===== src/rtl/cpu_pkg.sv =====
// Shared definitions for the CPU control path: opcodes, IR field positions,
// sequencer states and the instruction classes produced by cu_decode.
package cpu_pkg;

   localparam int IR_OP_HI = 31;
   localparam int IR_OP_LO = 27;
   localparam int IR_RA_HI = 26;
   localparam int IR_RA_LO = 23;
   localparam int IR_RB_HI = 22;
   localparam int IR_RB_LO = 19;
   localparam int IR_RC_HI = 18;
   localparam int IR_RC_LO = 15;

   typedef enum logic [4:0] {
      OP_ADD  = 5'b00011,
      OP_SUB  = 5'b00100,
      OP_AND  = 5'b00101,
      OP_OR   = 5'b00110,
      OP_SHR  = 5'b00111,
      OP_SHRA = 5'b01000,
      OP_SHL  = 5'b01001,
      OP_ROR  = 5'b01010,
      OP_ROL  = 5'b01011,
      OP_MUL  = 5'b01111,
      OP_DIV  = 5'b10000,
      OP_MFHI = 5'b10111,
      OP_MFLO = 5'b11000,
      OP_NOP  = 5'b11001,
      OP_HALT = 5'b11010
   } cu_op_t;

   typedef enum logic [3:0] {
      ST_RST,
      ST_T0,
      ST_T1,
      ST_T1W,
      ST_T2,
      ST_T3,
      ST_T4,
      ST_T5,
      ST_T6,
      ST_HLT
   } cu_state_t;

   typedef enum logic [2:0] {
      CLS_ALU,
      CLS_MULDIV,
      CLS_MOVE,
      CLS_NOP,
      CLS_HALT,
      CLS_ILLEGAL
   } cu_class_t;

endpackage


===== src/rtl/cu_decode.sv =====
// Combinational opcode-to-class decoder; shared by the sequencer and by
// later instruction classes.
module cu_decode
   import cpu_pkg::*;
(
   input  logic [4:0] op_i,
   output cu_class_t  cls_o
);

   always_comb begin
      cls_o = CLS_ILLEGAL;
      if (op_i >= OP_ADD && op_i <= OP_ROL) begin
         cls_o = CLS_ALU;
      end else begin
         case (op_i)
            OP_MUL, OP_DIV:   cls_o = CLS_MULDIV;
            OP_MFHI, OP_MFLO: cls_o = CLS_MOVE;
            OP_NOP:           cls_o = CLS_NOP;
            OP_HALT:          cls_o = CLS_HALT;
            default:          cls_o = CLS_ILLEGAL;
         endcase
      end
   end

endmodule


===== src/rtl/control_unit.sv =====
// Moore sequencer for the single-bus datapath (fetch T0-T2, execute T3-T6).
// Define CU_ILLEGAL_TRAP_EN to halt on undefined opcodes and expose the sticky illegal flag.
module control_unit
   import cpu_pkg::*;
(
   input  logic        clk,
   input  logic        clr,
   input  logic [31:0] ir,
   input  logic        mem_done,
   output logic        PCout,
   output logic        MARin,
   output logic        incPC,
   output logic        Zin,
   output logic        ZLowOut,
   output logic        ZHighOut,
   output logic        PCin,
   output logic        Read,
   output logic        MDRin,
   output logic        MDRout,
   output logic        IRin,
   output logic        Yin,
   output logic        HIin,
   output logic        LOin,
   output logic        HIout,
   output logic        LOout,
   output logic        Gra,
   output logic        Grb,
   output logic        Grc,
   output logic        Rin,
   output logic        Rout,
   output logic [4:0]  opcode,
   output logic        run
`ifdef CU_ILLEGAL_TRAP_EN
   ,
   output logic        illegal
`endif
);

   cu_state_t  state_q, state_d;
   cu_class_t  cls_ir, cls_q, cls_d;
   logic [4:0] op_ir, op_q, op_d;
   logic       unused_ir_fields;
`ifdef CU_ILLEGAL_TRAP_EN
   logic       illegal_q;
`endif

   assign op_ir = ir[IR_OP_HI:IR_OP_LO];
   // Register fields are routed by the datapath itself via Gra/Grb/Grc.
   assign unused_ir_fields = ^{ir[IR_RA_HI:IR_RA_LO], ir[IR_RB_HI:IR_RB_LO],
                               ir[IR_RC_HI:IR_RC_LO], ir[IR_RC_LO-1:0]};

   cu_decode u_decode (
      .op_i  (op_ir),
      .cls_o (cls_ir)
   );

   always_comb begin
      state_d = state_q;
      cls_d   = cls_q;
      op_d    = op_q;
      case (state_q)
         ST_RST:  state_d = ST_T0;
         ST_T0:   state_d = ST_T1;
         ST_T1,
         ST_T1W:  state_d = mem_done ? ST_T2 : ST_T1W;
         ST_T2:   state_d = ST_T3;
         ST_T3: begin
            cls_d = cls_ir;
            op_d  = op_ir;
            case (cls_ir)
               CLS_ALU, CLS_MULDIV: state_d = ST_T4;
               CLS_HALT:            state_d = ST_HLT;
`ifdef CU_ILLEGAL_TRAP_EN
               CLS_ILLEGAL:         state_d = ST_HLT;
`endif
               default:             state_d = ST_T0;
            endcase
         end
         ST_T4:   state_d = ST_T5;
         ST_T5:   state_d = (cls_q == CLS_MULDIV) ? ST_T6 : ST_T0;
         ST_T6:   state_d = ST_T0;
         ST_HLT:  state_d = ST_HLT;
         default: state_d = ST_RST;
      endcase
   end

   always_ff @(posedge clk) begin
      if (clr) begin
         state_q   <= ST_RST;
         cls_q     <= CLS_NOP;
         op_q      <= 5'd0;
`ifdef CU_ILLEGAL_TRAP_EN
         illegal_q <= 1'b0;
`endif
      end else begin
         state_q   <= state_d;
         cls_q     <= cls_d;
         op_q      <= op_d;
`ifdef CU_ILLEGAL_TRAP_EN
         if (state_q == ST_T3 && cls_ir == CLS_ILLEGAL) illegal_q <= 1'b1;
`endif
      end
   end

`ifdef CU_ILLEGAL_TRAP_EN
   assign illegal = illegal_q;
`endif

   // T3 decodes the live IR; T4 onward uses the class/op captured at the end of T3.
   always_comb begin
      {PCout, MARin, incPC, Zin, ZLowOut, ZHighOut, PCin, Read, MDRin, MDRout, IRin,
       Yin, HIin, LOin, HIout, LOout, Gra, Grb, Grc, Rin, Rout} = 21'd0;
      opcode = 5'd0;
      run    = (state_q != ST_RST) && (state_q != ST_HLT);
      case (state_q)
         ST_T0: begin
            PCout = 1'b1; MARin = 1'b1; incPC = 1'b1; Zin = 1'b1;
         end
         ST_T1: begin
            ZLowOut = 1'b1; PCin = 1'b1; Read = 1'b1; MDRin = 1'b1;
         end
         ST_T1W: begin
            Read = 1'b1; MDRin = 1'b1;
         end
         ST_T2: begin
            MDRout = 1'b1; IRin = 1'b1;
         end
         ST_T3: begin
            case (cls_ir)
               CLS_ALU:    begin Grb = 1'b1; Rout = 1'b1; Yin = 1'b1; end
               CLS_MULDIV: begin Gra = 1'b1; Rout = 1'b1; Yin = 1'b1; end
               CLS_MOVE: begin
                  HIout = (op_ir == OP_MFHI);
                  LOout = (op_ir == OP_MFLO);
                  Gra   = 1'b1;
                  Rin   = 1'b1;
               end
               default: ;
            endcase
         end
         ST_T4: begin
            Rout   = 1'b1;
            Zin    = 1'b1;
            opcode = op_q;
            if (cls_q == CLS_MULDIV) Grb = 1'b1;
            else                     Grc = 1'b1;
         end
         ST_T5: begin
            ZLowOut = 1'b1;
            if (cls_q == CLS_MULDIV) begin
               LOin = 1'b1;
            end else begin
               Gra = 1'b1;
               Rin = 1'b1;
            end
         end
         ST_T6: begin
            ZHighOut = 1'b1; HIin = 1'b1;
         end
         default: ;
      endcase
   end

endmodule


===== config.mk =====
export PLATFORM = sky130hd
export DESIGN_NAME = control_unit
export DESIGN_NICKNAME = d
export VERILOG_FILES = /design/src/rtl/cpu_pkg.sv /design/src/rtl/cu_decode.sv /design/src/rtl/control_unit.sv
export SDC_FILE = /design/constraint.sdc
export NUM_CORES = 1
export LEC_CHECK = 0
export ABC_AREA = 1
export ABC_CLOCK_PERIOD_IN_PS = 1800
export BUFFER_PORTS_ARGS = -buffer_cell sky130_fd_sc_hd__buf_4
export CAP_MARGIN = 20
export CORE_AREA = 2 2 57 43
export DETAILED_ROUTE_END_ITERATION = 8
export DIE_AREA = 0 0 59 45
export PLACE_DENSITY = 0.82
export SLEW_MARGIN = 20
export SYNTH_ARGS = -nofsm -noshare
export SYNTH_HDL_FRONTEND = slang
export SYNTH_SLANG_ARGS = --single-unit

===== constraint.sdc =====
create_clock -name clk -period 1.8 [get_ports clk]
set_clock_uncertainty 0.05 [all_clocks]
set_input_delay 0 -clock clk [delete_from_list [all_inputs] [get_ports clk]]
set_output_delay 0 -clock clk [all_outputs]
set_load 0.05 [all_outputs]

==> flow_metrics.py, run 1 <==
metrics = {
    "critical_path": {
        "critPathKind": "in2out",
        "path_cells": "dlygate4sd3_1 -> buf_4 -> inv_2 -> nor2_4 -> nand3_1 -> and2_4 -> nand2_1 -> nand3_2 -> nand2_1 -> buf_4",
        "cp-start-kind": "input pin",
        "crit_required_ps": 1750,
        "worstPathArrival_ps": 1630,
        "endpoint_kind": "output pin",
        "cpPeakStageDelay_ps": 520,
        "cp_max_fo": 4,
        "crit_slowest_cell": "dlygate4sd3_1",
        "reg2regPathDepth": 7,
    },
    "routing": {
        "drt_iter0_markers": 47,
        "routed_wl_um": 2430,
        "postRouteAntennaNets": 0,
        "drcViolationCount": 0,
        "wl_per_cell_um": 12.1,
        "vias": 997,
        "drtPass1Iterations": 6,
        "via_per_inst": 4.99,
    },
    "synth": {
        "ys_seq_area_frac": 0.275,
        "synth_top_family_by_area": "simple AND/OR/NAND/NOR gates",
        "synth_warnings": 0,
        "synthAdderAreaFrac": 0,
        "synth_compound_area_frac": 0.112,
        "synthXorXnorAreaFrac": 0,
        "syn-num-nets": 173,
        "ys_types": 23,
        "synthMuxAreaShare": 0,
        "yosys.area_share.simple": 0.440,
        "netlist_instances": 138,
        "synthesis.area_um2": 873,
        "ys_ff_latch": 12,
        "avgSynthCellArea_um2": 6.33,
    },
    "clock_tree": {
        "numCtsBuffers": 3,
        "htree_num_levels": 1,
        "path_clk_slew_ps": 80,
        "cts_tree": "built",
        "clock-sinks": 12,
        "root_buffer": "clkbuf_4",
        "cts_buffer_depth": 2,
        "clk_latency_ps": 270,
    },
    "sta": {
        "period_share": 0.935,
        "setup_slack_ps": 117,
        "worst_pin_slew_ps": 267,
        "drv_slew": 0,
        "fin_hold_ws_ps": 31.1,
        "slew_headroom": 0.822,
        "final_hold_viol_count": 0,
        "finalSetupViolCount": 0,
        "max_freq_ghz": 0.594,
        "period_minus_slack_ps": 1680,
        "tns_ps": 0,
    },
    "die": {
        "rows": 14,
        "die_w_um": 59,
        "core-area_mm2": 0.00207,
        "num_io_pins": 62,
        "die-area_mm2": 0.00266,
        "start_util": 0.423,
        "die_height_um": 45,
    },
    "grt": {
        "grt_pass1_wl_um": 3820,
        "grt.total_usage": 0.192,
        "grt_pass1_vias": 850,
        "grt_max_degree": 11,
        "grt_overflow": 0,
        "antenna_found_initial": 0,
    },
    "cells_and_area": {
        "num-fill-cells": 183,
        "fin_area_mm2": 0.00123,
        "layout_commonest_cell": "buf_4",
        "drive_gt1_frac": 0.347,
        "nets": 212,
        "final_cells": 200,
        "layout_common_cells": "buf_4 (34), nand2_1 (24), inv_1 (21), nor2_1 (20), dfxtp_1 (12)",
        "antennaDiodeCount": 0,
        "areaGrowthSynthToFinish_pct": 41.3,
    },
    "power": {
        "power_leakage_uw": 0.000630,
        "power_density_mw_per_mm2": 865,
        "vdd_drop_max_mv": 0.424,
    },
    "run": {
        "drv_cap": 0,
    },
    "placement": {
        "gp_congestion": 0.869,
        "post-place-ws_ps": 283,
        "dp.cells": 189,
        "place.port_buffers": 34,
        "hpwl_um": 1810,
        "placement.cell_area_mm2": 0.00111,
    },
    "hold_path": {
        "whs_path_depth": 3,
        "hold_class": "in2reg",
    },
    "run_status": {
        "status": "finished, final reports clean",
    },
}
==> cells by family (layout without fill, tap and decap cells) <==
group,after synthesis,in the layout
compound gates,19,19
buf+inv,31,69
flops,12,12
simple gates,76,76
==> stage by stage <==
step           power (µW)  utilization
3_5_place_dp          843        0.538
5_1_grt              1130        0.597
3_3_place_gp          831        0.538
2_1_floorplan         723            -
4_1_cts              1060        0.585
6_report             1070        0.597
==> cell usage after synthesis <==
cell type	n	area, µm²
dfxtp_1	12	240
nor2_1	23	86.3
inv_2	2	7.51
buf_6	1	11.3
nor3b_2	1	12.5
nand2_1	24	90.1
nand2_2	3	18.8
a21oi_1	9	45.0
nor2_4	1	11.3
nand3_2	1	10.0
nand4_1	4	25.0
o21ai_0	9	45.0
nand3_1	9	45.0
inv_1	21	78.8
and2_4	2	17.5
buf_4	5	37.5
a21boi_0	1	7.51
nor3_2	1	10.0
inv_8	1	11.3
nor2_2	4	25.0
nand3_4	1	17.5
buf_2	1	5.00
nand3b_1	2	15.0
==> final timing paths <==
kind | start | to | slack (ps)
hold / removal | ir[28] | op_q[1] | 30
setup / recovery | ir[30] | Rin | 120
hold reg to reg | op_q[1] | op_q[1] | 420
setup reg to reg | state_q[0] | op_q[4] | 270
==> flip-flops by register name, summed over array words and instances (netlist names) <==
name and flops:
cls_q 3, state_q 4, op_q 5
==> worst max-delay path, delay by kind of cell <==
kind,cells,cell delay [ps]
buf+inv,4,890
simple gates,6,730
==> per-layer routing <==
metal  global-route usage  wire length [µm]  vias to the layer above
met5                    0                 0                        -
met4               0.0818                23                        0
met3               0.0401               150                        4
met2                0.302              1160                       50
met1                0.258              1090                      434
li1                     -                 -                      509
==> area by class of cell <==
type,count,area (µm²),area share
flip-flops and latches,12,240,0.195
multi-input cells,95,500,0.406
well taps,24,30.0,0.0243
repair buffers,41,329,0.267
clock buffers,4,36.3,0.0294
inverters,24,97.6,0.0791
==> where the power goes <==
group / internal [µW] / switching, µW
Combinational: 155 / 382
Sequential: 287 / 29.3
Clock: 123 / 90.6
Total: 566 / 502
==> what timing repair did <==
item,4_1_cts,5_1_grt
buffers inserted,3,0
setup endpoints to repair,2,4
resized for setup,0,7
pin swaps,1,0
hold buffers,4,0
endpoints found under the hold margin,7,0
(Power assumes the default switching activity.)
==> inputs of run 2 (changes only) <==
--- a/config.mk
+++ b/config.mk
@@ -9,10 +9,10 @@
 export ABC_CLOCK_PERIOD_IN_PS = 1800
 export BUFFER_PORTS_ARGS = -buffer_cell sky130_fd_sc_hd__buf_4
 export CAP_MARGIN = 20
-export CORE_AREA = 2 2 57 43
+export CORE_AREA = 2 2 63 47
 export DETAILED_ROUTE_END_ITERATION = 8
-export DIE_AREA = 0 0 59 45
-export PLACE_DENSITY = 0.82
+export DIE_AREA = 0 0 65 49
+export PLACE_DENSITY = 0.69
 export SLEW_MARGIN = 20
 export SYNTH_ARGS = -nofsm -noshare
 export SYNTH_HDL_FRONTEND = slang
==> flow_metrics.py, run 2 (synthesized netlist as in run 1, its figures left out) <==
metrics = {
    "routing": {
        "postRouteAntennaNets": 0,
        "drt_iter0_markers": 41,
        "via_per_inst": 4.52,
        "drtPass1Iterations": 4,
        "drcViolationCount": 0,
        "vias": 945,
        "routed_wl_um": 2150,
        "wl_per_cell_um": 10.3,
    },
    "critical_path": {
        "worstPathArrival_ps": 1590,
        "cp-start-kind": "input pin",
        "crit_required_ps": 1750,
        "endpoint_kind": "output pin",
        "critPathKind": "in2out",
        "cp_max_fo": 4,
    },
    "cells_and_area": {
        "areaGrowthSynthToFinish_pct": 39.7,
        "seqCellArea_um2": 240,
        "num-fill-cells": 290,
        "drive_gt1_frac": 0.329,
        "layout_common_cells": "buf_4 (35), nand2_1 (24), nor2_1 (23), inv_1 (21), dfxtp_1 (12)",
        "largestRegisters": "op_q x5, state_q x4, cls_q x3",
        "antennaDiodeCount": 0,
        "multiInputGateArea_um2": 488,
        "largest_reg_flops": 5,
        "top_register": "op_q",
        "final_core_util": 0.465,
        "nets": 209,
        "layout_commonest_cell": "buf_4",
        "final_cells": 209,
    },
    "sta": {
        "tns_ps": 0,
        "finalSetupViolCount": 0,
        "setup_slack_ps": 161,
        "worst_pin_slew_ps": 245,
        "period_minus_slack_ps": 1640,
        "drv_slew": 0,
        "final_hold_viol_count": 0,
        "slew_headroom": 0.836,
        "grt_setup_unrepaired": "false",
        "period_share": 0.910,
        "max_freq_ghz": 0.610,
    },
    "die": {
        "rows": 16,
        "die_w_um": 65,
        "die-area_mm2": 0.00319,
        "die_height_um": 49,
        "num_io_pins": 62,
        "core-area_mm2": 0.00262,
        "start_util": 0.333,
    },
    "grt": {
        "antenna_found_initial": 0,
        "grt_overflow": 0,
        "grt_max_degree": 11,
        "grt_pass1_vias": 825,
        "grt.total_usage": 0.142,
        "grt_pass1_wl_um": 3570,
    },
    "clock_tree": {
        "clock-sinks": 12,
        "numCtsBuffers": 3,
        "htree_num_levels": 1,
        "clk_latency_ps": 240,
        "root_buffer": "clkbuf_8",
        "path_clk_slew_ps": 50,
        "cts_tree": "built",
        "cts_buffer_depth": 2,
    },
    "placement": {
        "gp_congestion": 0.796,
        "dp.cells": 201,
        "post-place-ws_ps": 248,
        "place.port_buffers": 34,
        "hpwl_um": 1750,
    },
    "power": {
        "power_leakage_uw": 0.000622,
        "vdd_drop_max_mv": 0.386,
        "power_uw": 1120,
        "power_density_mw_per_mm2": 922,
    },
    "hold_path": {
        "hold_class": "in2reg",
    },
    "run": {
        "drv_cap": 0,
    },
    "run_status": {
        "status": "finished, final reports clean",
    },
}
run 2: area by class of cell:
class,count,area share
timing repair buffer,38,0.241
tap,36,0.0369
clock buffer,4,0.0451
multi-input combinational,95,0.400
sequential,12,0.197
inverter,24,0.0800
run 2: timing repair:
item                                    in CTS  in global routing
buffers inserted                             2                  0
pin swaps                                    1                  0
hold buffers                                 2                  0
resized for setup                            0                  1
endpoints found under the hold margin        5                  0
endpoints found under the setup margin       2                  1
run 2: critical path: stages:
cell,delay [ps]
dlygate4sd3_1,520
buf_4,120
inv_2,40
nor2_2,110
nand3_1,110
and2_4,180
nand2_1,90
nand3_2,110
nor2_1,140
buf_6,170
run 2: power breakdown:
group          internal, µW  switching [µW]  total, µW  leakage, µW
sequential              288            27.8        316    0.0000975
clock                   193            95.3        288    0.0000288
combinational           151             370        521     0.000496
total                   631             493       1120     0.000622
run 2: path summary, 6_finish.rpt:
path,cells after the start,to,slack [ps],startpoint
max,10,LOout,160,ir[30]
min,3,op_q[0],10,ir[27]
max reg2reg,9,state_q[3],290,state_q[3]
min reg2reg,2,op_q[1],400,op_q[1]
run 2: stage by stage:
stage	cell area (µm²)	hold slack, ps
4_1_cts	1220	10.1
3_5_place_dp	1130	152
6_report	1220	13.1
5_1_grt	1220	25.5
3_3_place_gp	1130	151
2_1_floorplan	880	16.9
run 2: layer usage:
layer  share of wire  wire length (µm)  track usage
met1            0.47              1010        0.179
met2            0.47              1000        0.234
met3           0.064               137       0.0462
met4               0                 0       0.0319
met5               0                 0            0
==> inputs of run 3 (changes only) <==
--- a/config.mk
+++ b/config.mk
@@ -5,14 +5,13 @@
 export SDC_FILE = /design/constraint.sdc
 export NUM_CORES = 1
 export LEC_CHECK = 0
-export ABC_AREA = 1
 export ABC_CLOCK_PERIOD_IN_PS = 1800
 export BUFFER_PORTS_ARGS = -buffer_cell sky130_fd_sc_hd__buf_4
 export CAP_MARGIN = 20
-export CORE_AREA = 2 2 63 47
+export CORE_AREA = 2 2 65 49
 export DETAILED_ROUTE_END_ITERATION = 8
-export DIE_AREA = 0 0 65 49
-export PLACE_DENSITY = 0.69
+export DIE_AREA = 0 0 67 51
+export PLACE_DENSITY = 0.66
 export SLEW_MARGIN = 20
 export SYNTH_ARGS = -nofsm -noshare
 export SYNTH_HDL_FRONTEND = slang
==> flow_metrics.py, run 3 <==
metrics = {
    "hold_path": {
        "hold_class": "in2reg",
        "whs_path_depth": 3,
        "hold_start": "ir[27]",
        "hold_path_end": "op_q[0]",
    },
    "synth": {
        "ys_types": 37,
        "synth_edf_count": 0,
        "postSynth.topFlopCell": "dfxtp_1",
        "syn-num-nets": 163,
        "synth_top_area_cell": "dfxtp_1",
        "synth_common_cells": "nand2_1 (17), a21oi_1 (13), dfxtp_1 (12), nor2_1 (9)",
        "netlist_instances": 128,
        "synth_area_leaders": "dfxtp_1 (26%), a21oi_1 (7.0%), nand2_1 (6.9%)",
        "yosysMostFrequentCell": "nand2_1",
        "avgSynthCellArea_um2": 7.23,
        "synth_top_area_frac": 0.259,
        "ys_async_sr_fraction": 0,
        "ys_seq_area_frac": 0.259,
        "synthesis.area_um2": 926,
        "synth_warnings": 0,
        "ys_ff_latch": 12,
    },
    "placement": {
        "placement.cell_area_mm2": 0.00120,
        "hpwl_um": 1890,
        "post-place-ws_ps": 251,
        "gp_congestion": 0.810,
        "dp.cells": 188,
        "place.port_buffers": 34,
    },
    "critical_path": {
        "worstPathArrival_ps": 1600,
        "crit_required_ps": 1750,
        "r2r_setup_slack_ps": 410,
        "critPathKind": "reg2out",
        "reg2regPathDepth": 5,
        "cp-start-kind": "flop",
        "rr_startpoint": "state_q[1]",
        "cp_max_fo": 15,
        "endpoint_kind": "output pin",
        "r2r-end": "state_q[1]",
    },
    "routing": {
        "postRouteAntennaNets": 0,
        "vias": 972,
        "wl_per_cell_um": 12.6,
        "routed_wl_um": 2420,
        "drt_iter0_markers": 45,
        "via_per_inst": 5.06,
        "drcViolationCount": 0,
        "drtPass1Iterations": 4,
    },
    "power": {
        "power_frac_comb": 0.377,
        "vdd_drop_max_mv": 0.191,
        "power_density_mw_per_mm2": 687,
        "p_seq_frac": 0.349,
        "pwr-share-clk": 0.274,
        "switching_power_uw": 330,
        "p_sw_frac": 0.381,
        "intPower_uw": 535,
        "power_leakage_uw": 0.000538,
    },
    "die": {
        "die_height_um": 51,
        "core-area_mm2": 0.00289,
        "num_io_pins": 62,
        "die-area_mm2": 0.00342,
        "rows": 17,
        "die_w_um": 67,
        "start_util": 0.320,
    },
    "cells_and_area": {
        "largest_reg_flops": 5,
        "final_cells": 192,
        "final_core_util": 0.435,
        "drive_gt1_frac": 0.370,
        "antennaDiodeCount": 0,
        "largestRegisters": "op_q x5, state_q x4, cls_q x3",
        "areaGrowthSynthToFinish_pct": 35.9,
        "top_register": "op_q",
        "fin_area_mm2": 0.00126,
        "layout_common_cells": "buf_4 (38), nand2_1 (17), a21oi_1 (12), nor2_1 (9), dfxtp_1 (9)",
        "layout_commonest_cell": "buf_4",
        "nets": 191,
    },
    "sta": {
        "finalSetupViolCount": 0,
        "slew_headroom": 0.728,
        "final_hold_viol_count": 0,
        "fin_hold_ws_ps": 4.94,
        "grt_setup_unrepaired": "false",
        "worst_pin_slew_ps": 405,
        "period_minus_slack_ps": 1650,
        "setup_slack_ps": 148,
        "drv_slew": 0,
        "max_freq_ghz": 0.605,
        "period_share": 0.918,
    },
    "clock_tree": {
        "htree_num_levels": 1,
        "cts_tree": "built",
        "post-cts-setup-buffers": 0,
        "clock-sinks": 12,
        "root_buffer": "clkbuf_8",
        "numCtsBuffers": 3,
        "clk_latency_ps": 240,
        "cts_buffer_depth": 2,
        "path_clk_slew_ps": 50,
    },
    "grt": {
        "grt.total_usage": 0.142,
        "grt_overflow": 0,
        "antenna_found_initial": 0,
        "grt_pass1_vias": 854,
        "grt_pass1_wl_um": 3790,
        "grt_max_degree": 16,
    },
    "run": {
        "drv_cap": 0,
    },
    "run_status": {
        "status": "finished, final reports clean",
    },
}
-- run 3: cell types whose count changed after synthesis, sizes merged, moves of 3 or more --
cell and change:
nand2 -10, o21ai -4, and2 +3, o22ai +3, nand4 -3, nand2b +6
nor2 -19, buf +3, nand3 -8, a21oi +6, inv -21, or3b +3
clkbuf +6
-- run 3: final cells by class --
type                       instances  area, µm²
multi-input combinational         97        619
fill                             313       1630
inverter                           3       11.3
clock buffer                       3       41.3
tap                               38       47.5
timing repair buffer              39        295
sequential                        12        244
-- run 3: worst max path at each step --
stage	from	endpoint	slack (ps)
finish	state_q[0]	Gra	150
global route	state_q[0]	Gra	30
CTS	state_q[3]	Gra	20
detailed placement	state_q[0]	Gra	250
global placement	state_q[0]	Gra	240
floorplan	state_q[2]	MDRout	-260
-- run 3: per-layer routing --
layer | part of all wire | GRT usage
met5 | 0 | 0
met2 | 0.42 | 0.218
met4 | 0.0095 | 0.0612
met3 | 0.069 | 0.0110
met1 | 0.50 | 0.202
-- run 3: stage by stage --
stage / power, µW / TNS [ps]
2_1_floorplan: 555 / -260
3_3_place_gp: 624 / 0
3_5_place_dp: 629 / 0
4_1_cts: 866 / 0
5_1_grt: 901 / 0
6_report: 865 / 0
-- run 3: timing repair --
action | 4_1_cts | 5_1_grt
hold endpoints to repair | 8 | 0
endpoints found under the setup margin | 1 | 2
gates resized for setup | 1 | 2
hold buffers | 1 | 0
-- run 3: cells by family after synthesis --
| group | synth area share |
|---|---|
| compound gates | 0.218 |
| buf+inv | 0.114 |
| flops | 0.259 |
| simple gates | 0.409 |
-- run 3: power groups by stage --
stage          sequential, µW  combinational [µW]  clock [µW]
6_report                  302                 326         237
5_1_grt                   304                 346         251
4_1_cts                   300                 327         239
3_5_place_dp              304                 325           0
3_3_place_gp              304                 320           0
2_1_floorplan             290                 264           0
-- run 3: critical path, cell delays in order, from the launching register on --
cell	delay (ps)
dfxtp_2	460
and4bb_2	290
o211ai_1	170
o22ai_4	150
a21o_1	100
buf_4	190
